**src/rtl/enc_pkg.sv**
```systemverilog
// Shared types and constants for the 8-to-3 bitmap encoder.
// Index width and bitmap width are tied: ENC_N == 2**ENC_W.
package enc_pkg;
    localparam int ENC_W = 3;
    localparam int ENC_N = 8;

    typedef enum logic {
        IDLE,
        EMIT
    } state_t;

    typedef logic [ENC_W-1:0] idx_t;
endpackage

```
**src/rtl/bitmap_encoder8to3_if.sv**
```systemverilog
// Bitmap-in / index-out handshake bundle.
// The slave modport is the encoder; the master modport is the environment.
interface bitmap_encoder8to3_if #(
    parameter int W = enc_pkg::ENC_W,
    parameter int N = enc_pkg::ENC_N
);
    logic         in_valid;
    logic         in_ready;
    logic [N-1:0] in_bits;
    logic         out_valid;
    logic         out_ready;
    logic [W-1:0] out_idx;
    logic         out_last;
    logic         out_empty;

    modport master (
        output in_valid, in_bits, out_ready,
        input  in_ready, out_valid, out_idx, out_last, out_empty
    );

    modport slave (
        input  in_valid, in_bits, out_ready,
        output in_ready, out_valid, out_idx, out_last, out_empty
    );
endinterface

```
**src/rtl/lsb_prio_enc8to3.sv**
```systemverilog
// Combinational lowest-set-bit encoder with single-bit detect.
// one_hot is true when exactly one bit of mask is set.
module lsb_prio_enc8to3
    import enc_pkg::*;
(
    input  logic [ENC_N-1:0] mask,
    output idx_t             idx,
    output logic             any,
    output logic             one_hot
);
    always_comb begin
        idx = '0;
        // Descending scan so the lowest set bit is the last to win.
        for (int i = ENC_N - 1; i >= 0; i--) begin
            if (mask[i]) idx = idx_t'(i);
        end
    end

    assign any     = |mask;
    assign one_hot = any && ((mask & (mask - ENC_N'(1))) == '0);
endmodule

```
**src/rtl/bitmap_encoder8to3.sv**
```systemverilog
// Sequential bitmap-to-index encoder: one index per beat, lowest first.
// A new bitmap may be taken on the final beat, so streams have no bubbles.
module bitmap_encoder8to3
    import enc_pkg::*;
#(
    parameter int W = ENC_W,
    parameter int N = ENC_N
) (
    input logic                 clk,
    input logic                 rst_n,
    bitmap_encoder8to3_if.slave bus
);
    state_t       state;
    logic [N-1:0] mask;
    logic         zero_flag;
    logic [W-1:0] enc_idx;
    logic         any;
    logic         one_hot;
    logic         emit;
    logic         fire;
    logic         accept;

    lsb_prio_enc8to3 u_enc (
        .mask    (mask),
        .idx     (enc_idx),
        .any     (any),
        .one_hot (one_hot)
    );

    assign emit          = (state == EMIT);
    assign bus.out_valid = emit;
    assign bus.out_idx   = (emit && any) ? enc_idx : '0;
    assign bus.out_last  = emit && (one_hot || zero_flag);
    assign bus.out_empty = emit && zero_flag;

    assign fire         = bus.out_valid && bus.out_ready;
    assign bus.in_ready = rst_n && (!emit || (fire && bus.out_last));
    assign accept       = bus.in_valid && bus.in_ready;

    always_ff @(posedge clk) begin
        if (!rst_n) begin
            state     <= IDLE;
            mask      <= '0;
            zero_flag <= 1'b0;
        end else if (accept) begin
            state     <= EMIT;
            mask      <= bus.in_bits;
            zero_flag <= ~|bus.in_bits;
        end else if (fire) begin
            mask <= mask & ~(N'(1) << enc_idx);
            if (bus.out_last) begin
                state     <= IDLE;
                zero_flag <= 1'b0;
            end
        end
    end
endmodule

```
**src/flat_wrapper.sv**
```systemverilog
// flat-port wrapper written by rule: the top's interface ports become plain ports
module bitmap_encoder8to3_flat import enc_pkg::*;
#(
    parameter int W = ENC_W,
    parameter int N = ENC_N
)
  (clk, rst_n, bus_in_valid, bus_in_bits, bus_out_ready, bus_in_ready, bus_out_valid, bus_out_idx, bus_out_last, bus_out_empty);
  bitmap_encoder8to3_if #(.W(W), .N(N)) bus_i ();
  input logic clk;
  input logic rst_n;
  input wire logic [$bits(bus_i.in_valid)-1:0] bus_in_valid;
  input wire logic [$bits(bus_i.in_bits)-1:0] bus_in_bits;
  input wire logic [$bits(bus_i.out_ready)-1:0] bus_out_ready;
  output wire logic [$bits(bus_i.in_ready)-1:0] bus_in_ready;
  output wire logic [$bits(bus_i.out_valid)-1:0] bus_out_valid;
  output wire logic [$bits(bus_i.out_idx)-1:0] bus_out_idx;
  output wire logic [$bits(bus_i.out_last)-1:0] bus_out_last;
  output wire logic [$bits(bus_i.out_empty)-1:0] bus_out_empty;
  assign bus_i.in_valid = bus_in_valid;
  assign bus_i.in_bits = bus_in_bits;
  assign bus_i.out_ready = bus_out_ready;
  assign bus_in_ready = bus_i.in_ready;
  assign bus_out_valid = bus_i.out_valid;
  assign bus_out_idx = bus_i.out_idx;
  assign bus_out_last = bus_i.out_last;
  assign bus_out_empty = bus_i.out_empty;
  bitmap_encoder8to3 #(.W(W), .N(N)) u_core (.clk(clk), .rst_n(rst_n), .bus(bus_i));
endmodule
```
**config.mk**
```make
export PLATFORM = sky130hd
export DESIGN_NAME = bitmap_encoder8to3_flat
export DESIGN_NICKNAME = d
export VERILOG_FILES = /design/src/rtl/enc_pkg.sv /design/src/rtl/bitmap_encoder8to3_if.sv /design/src/rtl/lsb_prio_enc8to3.sv /design/src/rtl/bitmap_encoder8to3.sv /design/src/flat_wrapper.sv
export SDC_FILE = /design/constraint.sdc
export NUM_CORES = 1
export LEC_CHECK = 0
export ABC_CLOCK_PERIOD_IN_PS = 2600
export CORE_MARGIN = 2
export CORE_UTILIZATION = 47
export DETAILED_ROUTE_END_ITERATION = 16
export GPL_TIMING_DRIVEN = 0
export HOLD_SLACK_MARGIN = 0.12
export MAX_ROUTING_LAYER = met4
export PLACE_DENSITY_LB_ADDON = 0.15
export SLEW_MARGIN = 15
export SYNTH_ARGS = -nofsm -noshare
export SYNTH_HDL_FRONTEND = slang
export SYNTH_SLANG_ARGS = --single-unit
```
**constraint.sdc**
```tcl
create_clock -name clk -period 2.6 [get_ports clk]
set_input_delay 0.52 -clock clk [delete_from_list [all_inputs] [get_ports clk]]
set_output_delay 0.52 -clock clk [all_outputs]
set_load 0.05 [all_outputs]
```
==> metrics.txt <==
critical path class flop to primary output; antenna violations before repair 0; cell count after synthesis 96; endpoint class of the critical path primary output; worst path arrival time 2.03 ns; final net count 132; worst setup path end bus_in_ready; hold_buf cts 0; post-layout min period 2.55 ns; Synth area leaders dfxtp_1 26%, mux2i_1 9.2%, inv_1 5.9%; Reg2Reg Capture Point u_core.mask[0]; CP max-delay cell or4_4; most used cell, CP buf_6; MaxCap Viol Count 0; Longest Clk Path Bufs 2; Die W 44.4 um; gr usage total 20.6%; cell taking the most area after synthesis dfxtp_1; worst-margin pin slew 0.477 ns; die footprint 0.00197 mm^2; Layout Skew 0.00290 ns; Synth warnings 0; CP startpoint kind flop; root buffer cell clkbuf_4; fmax 392 MHz; Power, Total 603 uW; fin. max-slew vios 0; worst-path cell chain buf_6 > or4_4 > o211a_1 > a32oi_2 > and2_1 > buf_6; crit-path max cell delay 0.56 ns; vias in the first global route 707; Vias 775; Post-synth ARST share 0%; run status finished clean; fin area 0.00103 mm^2; Post-Synthesis Cell Area 766 um^2; count of flip-flops with a built-in enable after synthesis 0; pwr/cell area 584 mW/mm^2; Hold WC Path Type flop to flop; Post-synth top cells 12 x inv_1, 10 x dfxtp_1, 10 x nor2_1; ANT cells 0; DP Area 966 um^2; clock latency on the worst-skew pair 0.26 ns; most common cell in the synthesized netlist inv_1; final wirelength 1.79 mm; Static Leak 0.000466 uW; H-tree depth 1; DR DRC count 0; RSZ-0062 raised after global routing true; maximum fanout along the worst path 6; Ports 19; ys flop type dfxtp_1; FF-to-FF path depth 7; Inserted Clock Buffers 3; maximum VDD drop 0.404 mV; Max-slew headroom 67.8%; DIE HEIGHT 44.4 um; Worst-path clk slew 0.07 ns; largest net degree at the start of global routing 11; Yosys top cell area share 26.1%; Crit Reg-Reg Startpoint u_core.mask[0]; TritonCTS clock tree done; Critical Path Source u_core.mask[0]; Synth Area per Inst 7.98 um^2; Yosys cell types 33; Sink Count 10; area added between synthesis and finish 34.8%; fin crit share 98.1%; Final Util 67.7%; core area 0.00152 mm^2; DR iter-0 viols 9; number of fill cells 131; register area share after synthesis 26.1%; final hold violation count 0; Syn Nets 108; Initial Util 50.2%; first-pass GRT wire length 2.88 mm; Final ANT Viol Nets 0; dpl hpwl 1.41 mm; setup violators final 0; synthesis-stage register bit count 10; GP Congestion 0.864; vias per inst 5.74; R2R Setup Slk 0.37 ns; Port-buffer cells 18; Pre-antenna DRT Iters 4; gr ovfl total 0; Worst EP required 2.08 ns; num rows 14; fraction of layout cells with a size suffix above 1 17.6%; drt wl/cell 13.3 um
## critical path: cells and delay by family (launching register included)
kind	cells	cell delay (ns)
AOI/OAI and AO/OA	2	0.45
and+or+nand+nor	2	0.73
DFF	1	0.32
buffers and inverters	2	0.28
## power by group
group	leakage (uW)	switching (uW)	total (uW)	internal, uW
clock	0.0000210	53.8	139	84.9
combinational	0.000362	151	269	118
sequential	0.0000827	26.7	195	169
## kinds of logic after synthesis
group	count (synthesis)	share of synthesized area, %
simple gates	39	28.6
compound gates	20	20.6
buf+inv	17	9.64
mux	10	15.0
flops	10	26.1
## how the worst min path moves through the flow
stage | startpoint | to | depth (start not counted)
after floorplan | u_core.zero_flag | u_core.zero_flag | 2
after global placement | u_core.zero_flag | u_core.zero_flag | 2
after detailed placement | u_core.zero_flag | u_core.zero_flag | 2
after CTS | u_core.zero_flag | u_core.zero_flag | 2
after global routing | u_core.zero_flag | u_core.zero_flag | 2
final | u_core.zero_flag | u_core.zero_flag | 2
## registers in the layout, summed over array words and instances, names as in the netlist
register / cells
u_core.bus.out_valid: 1
u_core.mask: 8
u_core.zero_flag: 1
## layout by cell type, fill, tap and decap left out, types with 2 or more instances in the layout
cell / netlist / layout
mux2i_1: 7 / 7
buf_4: 0 / 3
mux2_4: 3 / 3
nor3_1: 4 / 4
nor2_1: 10 / 10
clkdlybuf4s50_1: 0 / 13
nor2b_1: 3 / 3
a21oi_1: 4 / 4
buf_6: 1 / 2
dfxtp_1: 10 / 9
inv_1: 12 / 12
o211ai_1: 5 / 5
nand3_1: 3 / 3
and3_1: 2 / 2
nor4_1: 4 / 2
and2_1: 2 / 2
clkbuf_4: 0 / 3
buf_2: 2 / 2
dlygate4sd2_1: 0 / 2
nand2_1: 6 / 6
## metal layers
| metal | GRT usage [%] | wire length, um |
|---|---|---|
| met1 | 23.2 | 788 |
| met2 | 36.2 | 915 |
| met3 | 3.67 | 69 |
| met4 | 7.27 | 16 |
| met5 | - | 0 |
## stage by stage
stage / instances / setup TNS [ns] / hold WS [ns] / worst slack, ns
global route: 135 / -0.0107 / 0.550 / -0.0107
global placement: 130 / -0.658 / 0.506 / -0.420
detailed placement: 130 / -0.674 / 0.518 / -0.427
CTS: 134 / -0.0702 / 0.528 / -0.0702
finish: 135 / 0 / 0.526 / 0.0504
floorplan: 96 / 0 / 0.463 / 0.0232
## final cells by class
class                      count  area, um^2  area share (%)
tap                           16        20.0            1.94
sequential                    10         201            19.5
clock buffer                   4        36.3            3.52
timing repair buffer          21         196            19.0
multi-input combinational     69         513            49.7
buffer                         3        20.0            1.94
inverter                      12        45.0            4.36
## what timing repair did
item	4_1_cts	5_1_grt
endpoints found under the setup margin	5	3
setup buffers	0	3
gates resized for setup	15	5
pin swaps	1	3
No activity file was read; power rests on OpenSTA's default activity.
